## src/rtl/icache_pkg.sv

```systemverilog
// Shared definitions for the direct-mapped instruction cache: FSM encoding and
// helpers that derive the address field widths from the geometry parameters.
package icache_pkg;

    typedef enum logic {
        ST_IDLE = 1'b0,
        ST_FILL = 1'b1
    } state_e;

    function automatic int clog2(input int n);
        int r;
        r = 0;
        for (int i = 0; i < 31; i++) begin
            if ((1 << i) < n) begin
                r = i + 1;
            end
        end
        return r;
    endfunction

    function automatic int ofs_w(input int block_words);
        return clog2(block_words);
    endfunction

    function automatic int idx_w(input int depth);
        return clog2(depth);
    endfunction

    function automatic int tag_w(input int depth, input int block_words);
        return 30 - clog2(depth) - clog2(block_words);
    endfunction

endpackage

```

## src/rtl/icache_array.sv

```systemverilog
// Tag, valid and data storage for the instruction cache. Reads are combinational;
// word, tag and clear updates take effect at the clock edge.
module icache_array
    import icache_pkg::*;
#(
    parameter int DEPTH       = 32,
    parameter int BLOCK_WORDS = 4,
    localparam int IDX        = idx_w(DEPTH),
    localparam int OFS        = ofs_w(BLOCK_WORDS),
    localparam int TAG        = tag_w(DEPTH, BLOCK_WORDS)
) (
    input  logic           i_clk,
    input  logic           i_clr,
    input  logic [IDX-1:0] i_rd_index,
    input  logic [OFS-1:0] i_rd_offset,
    output logic [31:0]    o_rd_data,
    output logic [TAG-1:0] o_rd_tag,
    output logic           o_rd_valid,
    input  logic           i_wr_en,
    input  logic [IDX-1:0] i_wr_index,
    input  logic [OFS-1:0] i_wr_offset,
    input  logic [31:0]    i_wr_data,
    input  logic           i_tag_we,
    input  logic [IDX-1:0] i_tag_index,
    input  logic [TAG-1:0] i_tag
);

    localparam int WORDS = DEPTH * BLOCK_WORDS;

    logic [DEPTH-1:0] valid_q;
    logic [DEPTH-1:0] valid_d;
    logic [TAG-1:0]   tag_q  [DEPTH];
    logic [TAG-1:0]   tag_d  [DEPTH];
    logic [31:0]      data_q [WORDS];
    logic [31:0]      data_d [WORDS];

    logic [IDX+OFS-1:0] rd_word;
    logic [IDX+OFS-1:0] wr_word;

    assign rd_word = {i_rd_index, i_rd_offset};
    assign wr_word = {i_wr_index, i_wr_offset};

    assign o_rd_data  = data_q[rd_word];
    assign o_rd_tag   = tag_q[i_rd_index];
    assign o_rd_valid = valid_q[i_rd_index];

    // Clear wins over a same-cycle tag write so a reset mid-refill leaves no valid line.
    always_comb begin
        valid_d = valid_q;
        tag_d   = tag_q;
        data_d  = data_q;
        if (i_wr_en) begin
            data_d[wr_word] = i_wr_data;
        end
        if (i_tag_we) begin
            tag_d[i_tag_index]   = i_tag;
            valid_d[i_tag_index] = 1'b1;
        end
        if (i_clr) begin
            valid_d = '0;
        end
    end

    always_ff @(posedge i_clk) begin
        valid_q <= valid_d;
        tag_q   <= tag_d;
        data_q  <= data_d;
    end

endmodule

```

## src/rtl/icache.sv

```systemverilog
// Direct-mapped, read-only instruction cache with zero-latency hits and a
// one-word-outstanding line refill from main memory on a miss.
module icache
    import icache_pkg::*;
#(
    parameter int DEPTH       = 32,
    parameter int BLOCK_WORDS = 4
) (
    input  logic        i_clk,
    input  logic        i_rst_n,
    input  logic        i_req_ren,
    input  logic [31:0] i_req_addr,
    output logic [31:0] o_res_rdata,
    output logic        o_busy,
    output logic        o_mem_ren,
    output logic [31:0] o_mem_addr,
    input  logic        i_mem_ready,
    input  logic        i_mem_valid,
    input  logic [31:0] i_mem_rdata
);

    localparam int OFS = ofs_w(BLOCK_WORDS);
    localparam int IDX = idx_w(DEPTH);
    localparam int TAG = tag_w(DEPTH, BLOCK_WORDS);
    localparam int CW  = OFS + 1;

    localparam logic [CW-1:0] CNT_LAST = CW'(BLOCK_WORDS - 1);
    localparam logic [CW-1:0] CNT_END  = CW'(BLOCK_WORDS);

    state_e         state_q;
    state_e         state_d;
    logic [CW-1:0]  cnt_req_q;
    logic [CW-1:0]  cnt_req_d;
    logic [CW-1:0]  cnt_rsp_q;
    logic [CW-1:0]  cnt_rsp_d;
    logic           outst_q;
    logic           outst_d;
    logic [31:0]    miss_addr_q;
    logic [31:0]    miss_addr_d;

    logic [IDX-1:0] req_index;
    logic [OFS-1:0] req_offset;
    logic [TAG-1:0] req_tag;
    logic [IDX-1:0] miss_index;
    logic [TAG-1:0] miss_tag;

    logic [31:0]    rd_data;
    logic [TAG-1:0] rd_tag;
    logic           rd_valid;
    logic           hit;
    logic           mem_ren;
    logic           wr_en;
    logic           tag_we;
    logic           unused_addr_bits;

    assign req_offset = i_req_addr[OFS+1:2];
    assign req_index  = i_req_addr[IDX+OFS+1:OFS+2];
    assign req_tag    = i_req_addr[31:IDX+OFS+2];
    assign miss_index = miss_addr_q[IDX+OFS+1:OFS+2];
    assign miss_tag   = miss_addr_q[31:IDX+OFS+2];

    assign unused_addr_bits = ^i_req_addr[1:0];

    icache_array #(
        .DEPTH       (DEPTH),
        .BLOCK_WORDS (BLOCK_WORDS)
    ) u_array (
        .i_clk       (i_clk),
        .i_clr       (!i_rst_n),
        .i_rd_index  (req_index),
        .i_rd_offset (req_offset),
        .o_rd_data   (rd_data),
        .o_rd_tag    (rd_tag),
        .o_rd_valid  (rd_valid),
        .i_wr_en     (wr_en),
        .i_wr_index  (miss_index),
        .i_wr_offset (cnt_rsp_q[OFS-1:0]),
        .i_wr_data   (i_mem_rdata),
        .i_tag_we    (tag_we),
        .i_tag_index (miss_index),
        .i_tag       (miss_tag)
    );

    assign hit         = i_req_ren & rd_valid & (rd_tag == req_tag);
    assign o_busy      = i_req_ren & ((state_q != ST_IDLE) | !hit);
    assign o_res_rdata = rd_data;
    assign o_mem_ren   = mem_ren;
    assign o_mem_addr  = (state_q == ST_FILL)
                       ? miss_addr_q + {{(30-CW){1'b0}}, cnt_req_q, 2'b00}
                       : 32'h0;

    // A request is only issued with nothing outstanding, so acceptance and a
    // returning word can never both be live in the same FILL cycle.
    always_comb begin
        state_d     = state_q;
        cnt_req_d   = cnt_req_q;
        cnt_rsp_d   = cnt_rsp_q;
        outst_d     = outst_q;
        miss_addr_d = miss_addr_q;
        mem_ren     = 1'b0;
        wr_en       = 1'b0;
        tag_we      = 1'b0;
        case (state_q)
            ST_IDLE: begin
                if (i_req_ren && !hit) begin
                    miss_addr_d = {i_req_addr[31:OFS+2], {(OFS+2){1'b0}}};
                    cnt_req_d   = '0;
                    cnt_rsp_d   = '0;
                    outst_d     = 1'b0;
                    state_d     = ST_FILL;
                end
            end
            ST_FILL: begin
                mem_ren = !outst_q && (cnt_req_q != CNT_END);
                if (mem_ren && i_mem_ready) begin
                    cnt_req_d = cnt_req_q + CW'(1);
                    outst_d   = 1'b1;
                end else if (outst_q && i_mem_valid) begin
                    wr_en     = 1'b1;
                    cnt_rsp_d = cnt_rsp_q + CW'(1);
                    outst_d   = 1'b0;
                    if (cnt_rsp_q == CNT_LAST) begin
                        tag_we  = 1'b1;
                        state_d = ST_IDLE;
                    end
                end
            end
        endcase
    end

    always_ff @(posedge i_clk) begin
        if (!i_rst_n) begin
            state_q   <= ST_IDLE;
            cnt_req_q <= '0;
            cnt_rsp_q <= '0;
            outst_q   <= 1'b0;
        end else begin
            state_q   <= state_d;
            cnt_req_q <= cnt_req_d;
            cnt_rsp_q <= cnt_rsp_d;
            outst_q   <= outst_d;
        end
        miss_addr_q <= miss_addr_d;
    end

endmodule
```

## config.mk

```make
export PLATFORM = sky130hd
export DESIGN_NAME = icache
export DESIGN_NICKNAME = d
export VERILOG_FILES = /design/src/rtl/icache_pkg.sv /design/src/rtl/icache_array.sv /design/src/rtl/icache.sv
export SDC_FILE = /design/constraint.sdc
export NUM_CORES = 2
export LEC_CHECK = 0
export BUFFER_PORTS_ARGS = -buffer_cell sky130_fd_sc_hd__buf_2
export CORE_AREA = 2 2 687 689
export DETAILED_ROUTE_END_ITERATION = 6
export DIE_AREA = 0 0 689 691
export PLACE_DENSITY = 0.62
export SETUP_SLACK_MARGIN = 0.15
export SLEW_MARGIN = 25
export SYNTH_ARGS = -nofsm -noshare
export SYNTH_HDL_FRONTEND = slang
export SYNTH_SLANG_ARGS = --single-unit
```

## constraint.sdc

```tcl
create_clock -name i_clk -period 4.4 [get_ports i_clk]
set_clock_uncertainty 0.15 [all_clocks]
set_input_delay 0.44 -clock i_clk [delete_from_list [all_inputs] [get_ports i_clk]]
set_output_delay 0.44 -clock i_clk [all_outputs]
set_load 0.01 [all_outputs]
```

Word level (Yosys, flattened, before mapping). Index checks and enable logic that the tools add are counted.

Register bits after elaboration: 4900. Input bits: 69. Output and inout port bits: 66.

Muxes and demuxes: 40. Reduce and logical (&&, ||, !) cells: 13. Bitwise operators: 10. Add/subtract/negate cells: 3. $lt $le $gt $ge: 9. Eq/ne operators: 8.

Operators by type and width (number): bitwise mux 4096 bit (1); bitwise mux 736 bit (1); binary-select mux 32 bit (select 7 bit) (1); demux 32 bit (select 7 bit) (1); two-way mux 32 bit (4); binary-select mux 23 bit (select 5 bit) (1); demux 23 bit (select 5 bit) (1); two-way mux 23 bit (3); adder 32 x 5 -> 32 bit (1); OR 32 bit (1); == test 23 bit (1); two-way mux 1 bit (17); greater-or-equal comparator 8 bit, second input constant (2); inverter 7 -> 8 bit (2); greater-or-equal comparator 6 bit, second input constant (2); less-than comparator 5 x 6 -> 1 bit, second input constant (2); two-way mux 3 bit (4); inverter 5 -> 6 bit (2); one-hot mux 3 bit (2 select lines) (2); less-than comparator 8 x 1 -> 1 bit, second input constant (1); logical AND 1 bit (7); adder 3 x 1 -> 3 bit, second input constant (2); less-than comparator 6 x 1 -> 1 bit, second input constant (1); AND reduction 2 bit (3); 14 further kinds (20).

Longest topological paths before layout.
Depth after elaboration: 10. Depth in mapped cells: 15. Gate-level depth less buffers: 9.

Hierarchy. A second synthesis with hierarchy kept.

Cells, all modules: 7406. Area total of the unflattened synthesis: 187009.4 um^2.

Modules (own cells, without submodules): icache_array (area each 184715.9 um^2, instances 1, cells each 7163); icache (area each 2293.4 um^2, instances 1, cells each 243).

Least setup slack after synthesis. Ideal clock, no wire load.

Kind: input-to-output. Start point: in i_req_addr[2]. End point: out o_res_rdata[0]. Setup slack: 416 ps. Arrival time: 3394 ps. Buffers on the path: 4. Stages on the path: 8. Path through: clkbuf_1 buf_2 clkbuf_1 buf_1 mux4_2 mux4_2 mux4_2 mux2_2.

Longest elaborated chain between the ends: 4.

Ends and longest elaborated chain: from (decl) (RTL line icache.sv:12) `input logic [31:0] i_req_addr,`; inverter 7 -> 8 bit (not written as such) (RTL line icache_array.sv:43) `assign o_rd_data = data_q[rd_word];`; binary-select mux 32 bit (select 7 bit) (RTL line icache_array.sv:43); two-way mux 32 bit (not written as such) (2 in series) (RTL line icache_array.sv:43); to (decl) (RTL line icache.sv:13) `output logic [31:0] o_res_rdata,`.

No other way between the ends. The select of a mux whose other input is x is not followed.

Worst setup path in the final report.
Start point: reg u_array.tag_q[505] in the netlist's numbering. End point: out o_busy.

Longest elaborated chain between the ends: 8.

Ends and longest elaborated chain: from (decl) (RTL line icache_array.sv:32) `logic [TAG-1:0] tag_q [DEPTH];`; from (signal assigned) (RTL line icache_array.sv:66) `tag_q <= tag_d;`; binary-select mux 23 bit (select 5 bit) (RTL line icache_array.sv:44) `assign o_rd_tag = tag_q[i_rd_index];`; two-way mux 23 bit (not written as such) (2 in series) (RTL line icache_array.sv:44); == test 23 bit (RTL line icache.sv:84) `assign hit = i_req_ren & rd_valid & (rd_tag == req_tag);`; bitwise AND 1 bit (RTL line icache.sv:84); zero test 1 bit (RTL line icache.sv:85) `assign o_busy = i_req_ren & ((state_q != ST_IDLE) | !hit);`; OR 1 bit (RTL line icache.sv:85); bitwise AND 1 bit (RTL line icache.sv:85); to (decl) (RTL line icache.sv:14) `output logic o_busy,`.

No other way between the ends. The select of a mux whose other input is x is not followed.

==> impl_metrics.env <==
export IMPL_synth_edff_count=4860
export IMPL_io_buffer_count=130
export IMPL_fin_crit_sh=0.981
export IMPL_ys_warn_count=0
export IMPL_grt_total_usage=0.201
export IMPL_yosysSeqAreaShare=0.784
export IMPL_path_max_fanout=3
export IMPL_tritoncts="done"
export IMPL_grt_pass1_wl_um=679000
export IMPL_die_area_sq_um=476000
export IMPL_finalSetupTns_ns=0
export IMPL_cts_sink_count=4900
export IMPL_drive_gt1_frac=0.347
export IMPL_clkPwrFrac=0.419
export IMPL_fmax_mhz=232
export IMPL_cap_violations=0
export IMPL_clkTransAtPathRegs_ns=0.07
export IMPL_fp_row_count=252
export IMPL_synth_ff_latch_count=4900
export IMPL_layout_nets=8460
export IMPL_period_minus_slack_ns=4.31
export IMPL_initial_core_util=0.399
export IMPL_clockBufferDepth=4
export IMPL_async_reset_ff_frac=0
export IMPL_area_growth_syn_to_layout_pct=16.4
export IMPL_p_sw_frac=0.211
export IMPL_vias_per_cell=5.85
export IMPL_synth_top_family_by_area="multiplexers"
export IMPL_ios=135
export IMPL_yosys_area_top_type_share=0.780
export IMPL_p_int_w=0.0767
export IMPL_crit_arrival_ns=3.72
export IMPL_synth_most_common_cell="edfxtp_1"
export IMPL_synthTopCellsByArea="edfxtp_1 78%, mux4_2 18%, nor2_1 0.54%, mux2i_1 0.51%, clkbuf_1 0.51%"
export IMPL_dr_pass1_iters=5
export IMPL_end_kind="primary output"
export IMPL_setup_ws_ns=0.0856
export IMPL_first_global_vias=89000
export IMPL_ys_flop_type="edfxtp_1"
export IMPL_yosys_area_top_type="edfxtp_1"
export IMPL_synthMuxAreaShare=0.188
export IMPL_layout_cells_non_filler=15000
export IMPL_power_switching_w=0.0205
export IMPL_finalSetupViolations=0
export IMPL_drtIter0Drc=11800
export IMPL_insertion_delay_ns=0.99
export IMPL_grt_overflow=0
export IMPL_routed_wl_um=486000
export IMPL_dpl_worst_slack_ns=0.133
export IMPL_postRouteAntennaNets=0
export IMPL_grt_max_degree=98
export IMPL_vias=87800
export IMPL_die_x_um=689
export IMPL_ys_top_cells_by_count="4860 x edfxtp_1, 1495 x mux4_2, 271 x nor2_1"
export IMPL_required_ns=3.81
export IMPL_pwr_share_seq=0.528
export IMPL_p_total_w=0.0972
export IMPL_syn_cell_area_sq_um=187000
export IMPL_netlist_instances=7605
export IMPL_antenna_found_initial=47
export IMPL_gp_congestion=0.809
export IMPL_relSlewSlack=0.277
export IMPL_report_final_slew_viol_count=0
export IMPL_timing_hold_ws_ns=0.0936
export IMPL_dpl_cell_count=14000
export IMPL_synthDistinctLibCells=57
export IMPL_critical_path_class="register to primary output"
export IMPL_cts_htree_levels=5
export IMPL_routedWlPerCell_um=32.4
export IMPL_cts_buffers=478
export IMPL_core_sq_um=469000
export IMPL_die_y_um=691
export IMPL_synthXorXnorAreaFrac=0.00206
export IMPL_worstMarginPinSlew_ns=1.08
export IMPL_rsz0062_at_grt="yes"
export IMPL_synth_adder_area_share=0.000401
export IMPL_p_leak_nw=67.2
export IMPL_synth_compound_area_share=0.00500
export IMPL_irDropWorstVdd_mv=0.380
export IMPL_pwr_share_comb=0.053
export IMPL_synth_simple_gate_area_share=0.0116
export IMPL_outcome="finished, final reports clean"
export IMPL_remaining_drc_errors=0
export IMPL_finalHoldViolCount=0
export IMPL_worstSetupStartpointType="register"
export IMPL_powerDensity_nw_per_um2=446
export IMPL_synth_area_per_cell_sq_um=24.6
export IMPL_cts_root_buffer="clkbuf_16"
export IMPL_min_path_type="input port to register"
export IMPL_dp_hpwl_um=274000
[path summary, 6_finish.rpt]
kind         cells past startpoint  slack [ns]                from                 end
max                              9        0.09  u_array.tag_q[505]              o_busy
min                              2        0.09      i_req_addr[18]     miss_addr_q[18]
max reg2reg                     11        0.59  u_array.tag_q[505]             outst_q
min reg2reg                      2        0.32  u_array.valid_q[5]  u_array.valid_q[5]
[metrics by stage]
stage / instance area (sq um) / util
after global placement: 201000 / 0.428
after floorplan: 187000 / -
after CTS: 217000 / 0.463
after global routing: 218000 / 0.464
after detailed placement: 201000 / 0.428
final: 218000 / 0.464
[cell type report]
class / instances / area [sq um]
repair buffers: 699 / 7570
clock inverters: 309 / 3150
flip-flops and latches: 4900 / 147000
multi-input cells: 2297 / 40100
fillers: 37800 / 251000
well taps: 6223 / 7790
inverters: 9 / 38.8
diodes: 14 / 35.0
clock buffers: 568 / 12400
[worst max-delay path: stages (launching register included)]
cell and delay, ns:
edfxtp_1 0.39, mux4_2 0.45, and3_1 0.19, a31oi_1 0.19
nand4_1 0.35, xnor2_1 0.27, o2111a_1 0.28, nand3_1 0.15
o31a_1 0.34, buf_2 0.15
[layer usage]
metal / vias up / wire (um) / GRT usage / part of all wire
met5: - / 78 / 0 / 0.00016
met4: 12 / 11400 / 0.0458 / 0.023
met3: 642 / 43600 / 0.0359 / 0.090
met2: 4156 / 238000 / 0.328 / 0.49
met1: 48400 / 193000 / 0.283 / 0.40
li1: 34600 / - / - / -
[cell usage in the layout (no fill, tap or decap), types with 28 or more instances in the layout]
cell / Yosys / final
clkinv_1: 0 / 116
xor2_1: 29 / 29
o22ai_1: 32 / 31
buf_2: 41 / 60
clkbuf_1: 255 / 86
dlygate4sd3_1: 0 / 68
mux2_4: 0 / 32
nor2_4: 0 / 161
clkbuf_16: 0 / 482
mux4_2: 1495 / 1495
nor2_1: 271 / 109
clkinv_2: 0 / 97
bufinv_16: 0 / 55
dfxtp_1: 40 / 40
nand2_1: 51 / 48
buf_4: 8 / 360
nand3_1: 48 / 44
edfxtp_1: 4860 / 4860
buf_12: 0 / 157
mux2i_1: 96 / 92
buf_6: 14 / 40
a22oi_1: 30 / 28
[registers in the layout, summed over array words and instances (netlist names)]
signal           count
u_array.tag_q      736
state_q              1
cnt_req_q            3
u_array.valid_q     32
u_array.data_q    4096
cnt_rsp_q            3
miss_addr_q         28
outst_q              1
[repair_timing]
action,in CTS,in global routing
setup buffers,4,6
pin swaps,1,2
cloned,0,0
endpoints found under the hold margin,1682,0
setup endpoints to repair,38,29
hold buffers,68,0
resized for setup,78,17
[power by group through the flow]
stage | clock (W) | sequential (W) | combinational [W]
after global placement | 0 | 0.0523 | 0.00484
after global routing | 0.0431 | 0.0513 | 0.00540
after CTS | 0.0413 | 0.0513 | 0.00514
final | 0.0407 | 0.0513 | 0.00515
after detailed placement | 0 | 0.0523 | 0.00495
after floorplan | 0 | 0.0524 | 0.00246
[cells by family (layout without fill, tap and decap cells)]
| logic type | Yosys count | count (layout) |
|---|---|---|
| buffers and inverters | 409 | 1585 |
| AO/OA/AOI/OAI | 133 | 133 |
| multiplexers | 1633 | 1633 |
| other | 1 | 16 |
| XOR/XNOR | 44 | 44 |
| AND/OR/NAND/NOR | 479 | 479 |
| flip-flops | 4900 | 4900 |
| adder cells (fa/ha/maj) | 6 | 6 |
(Power assumes the default switching activity.)
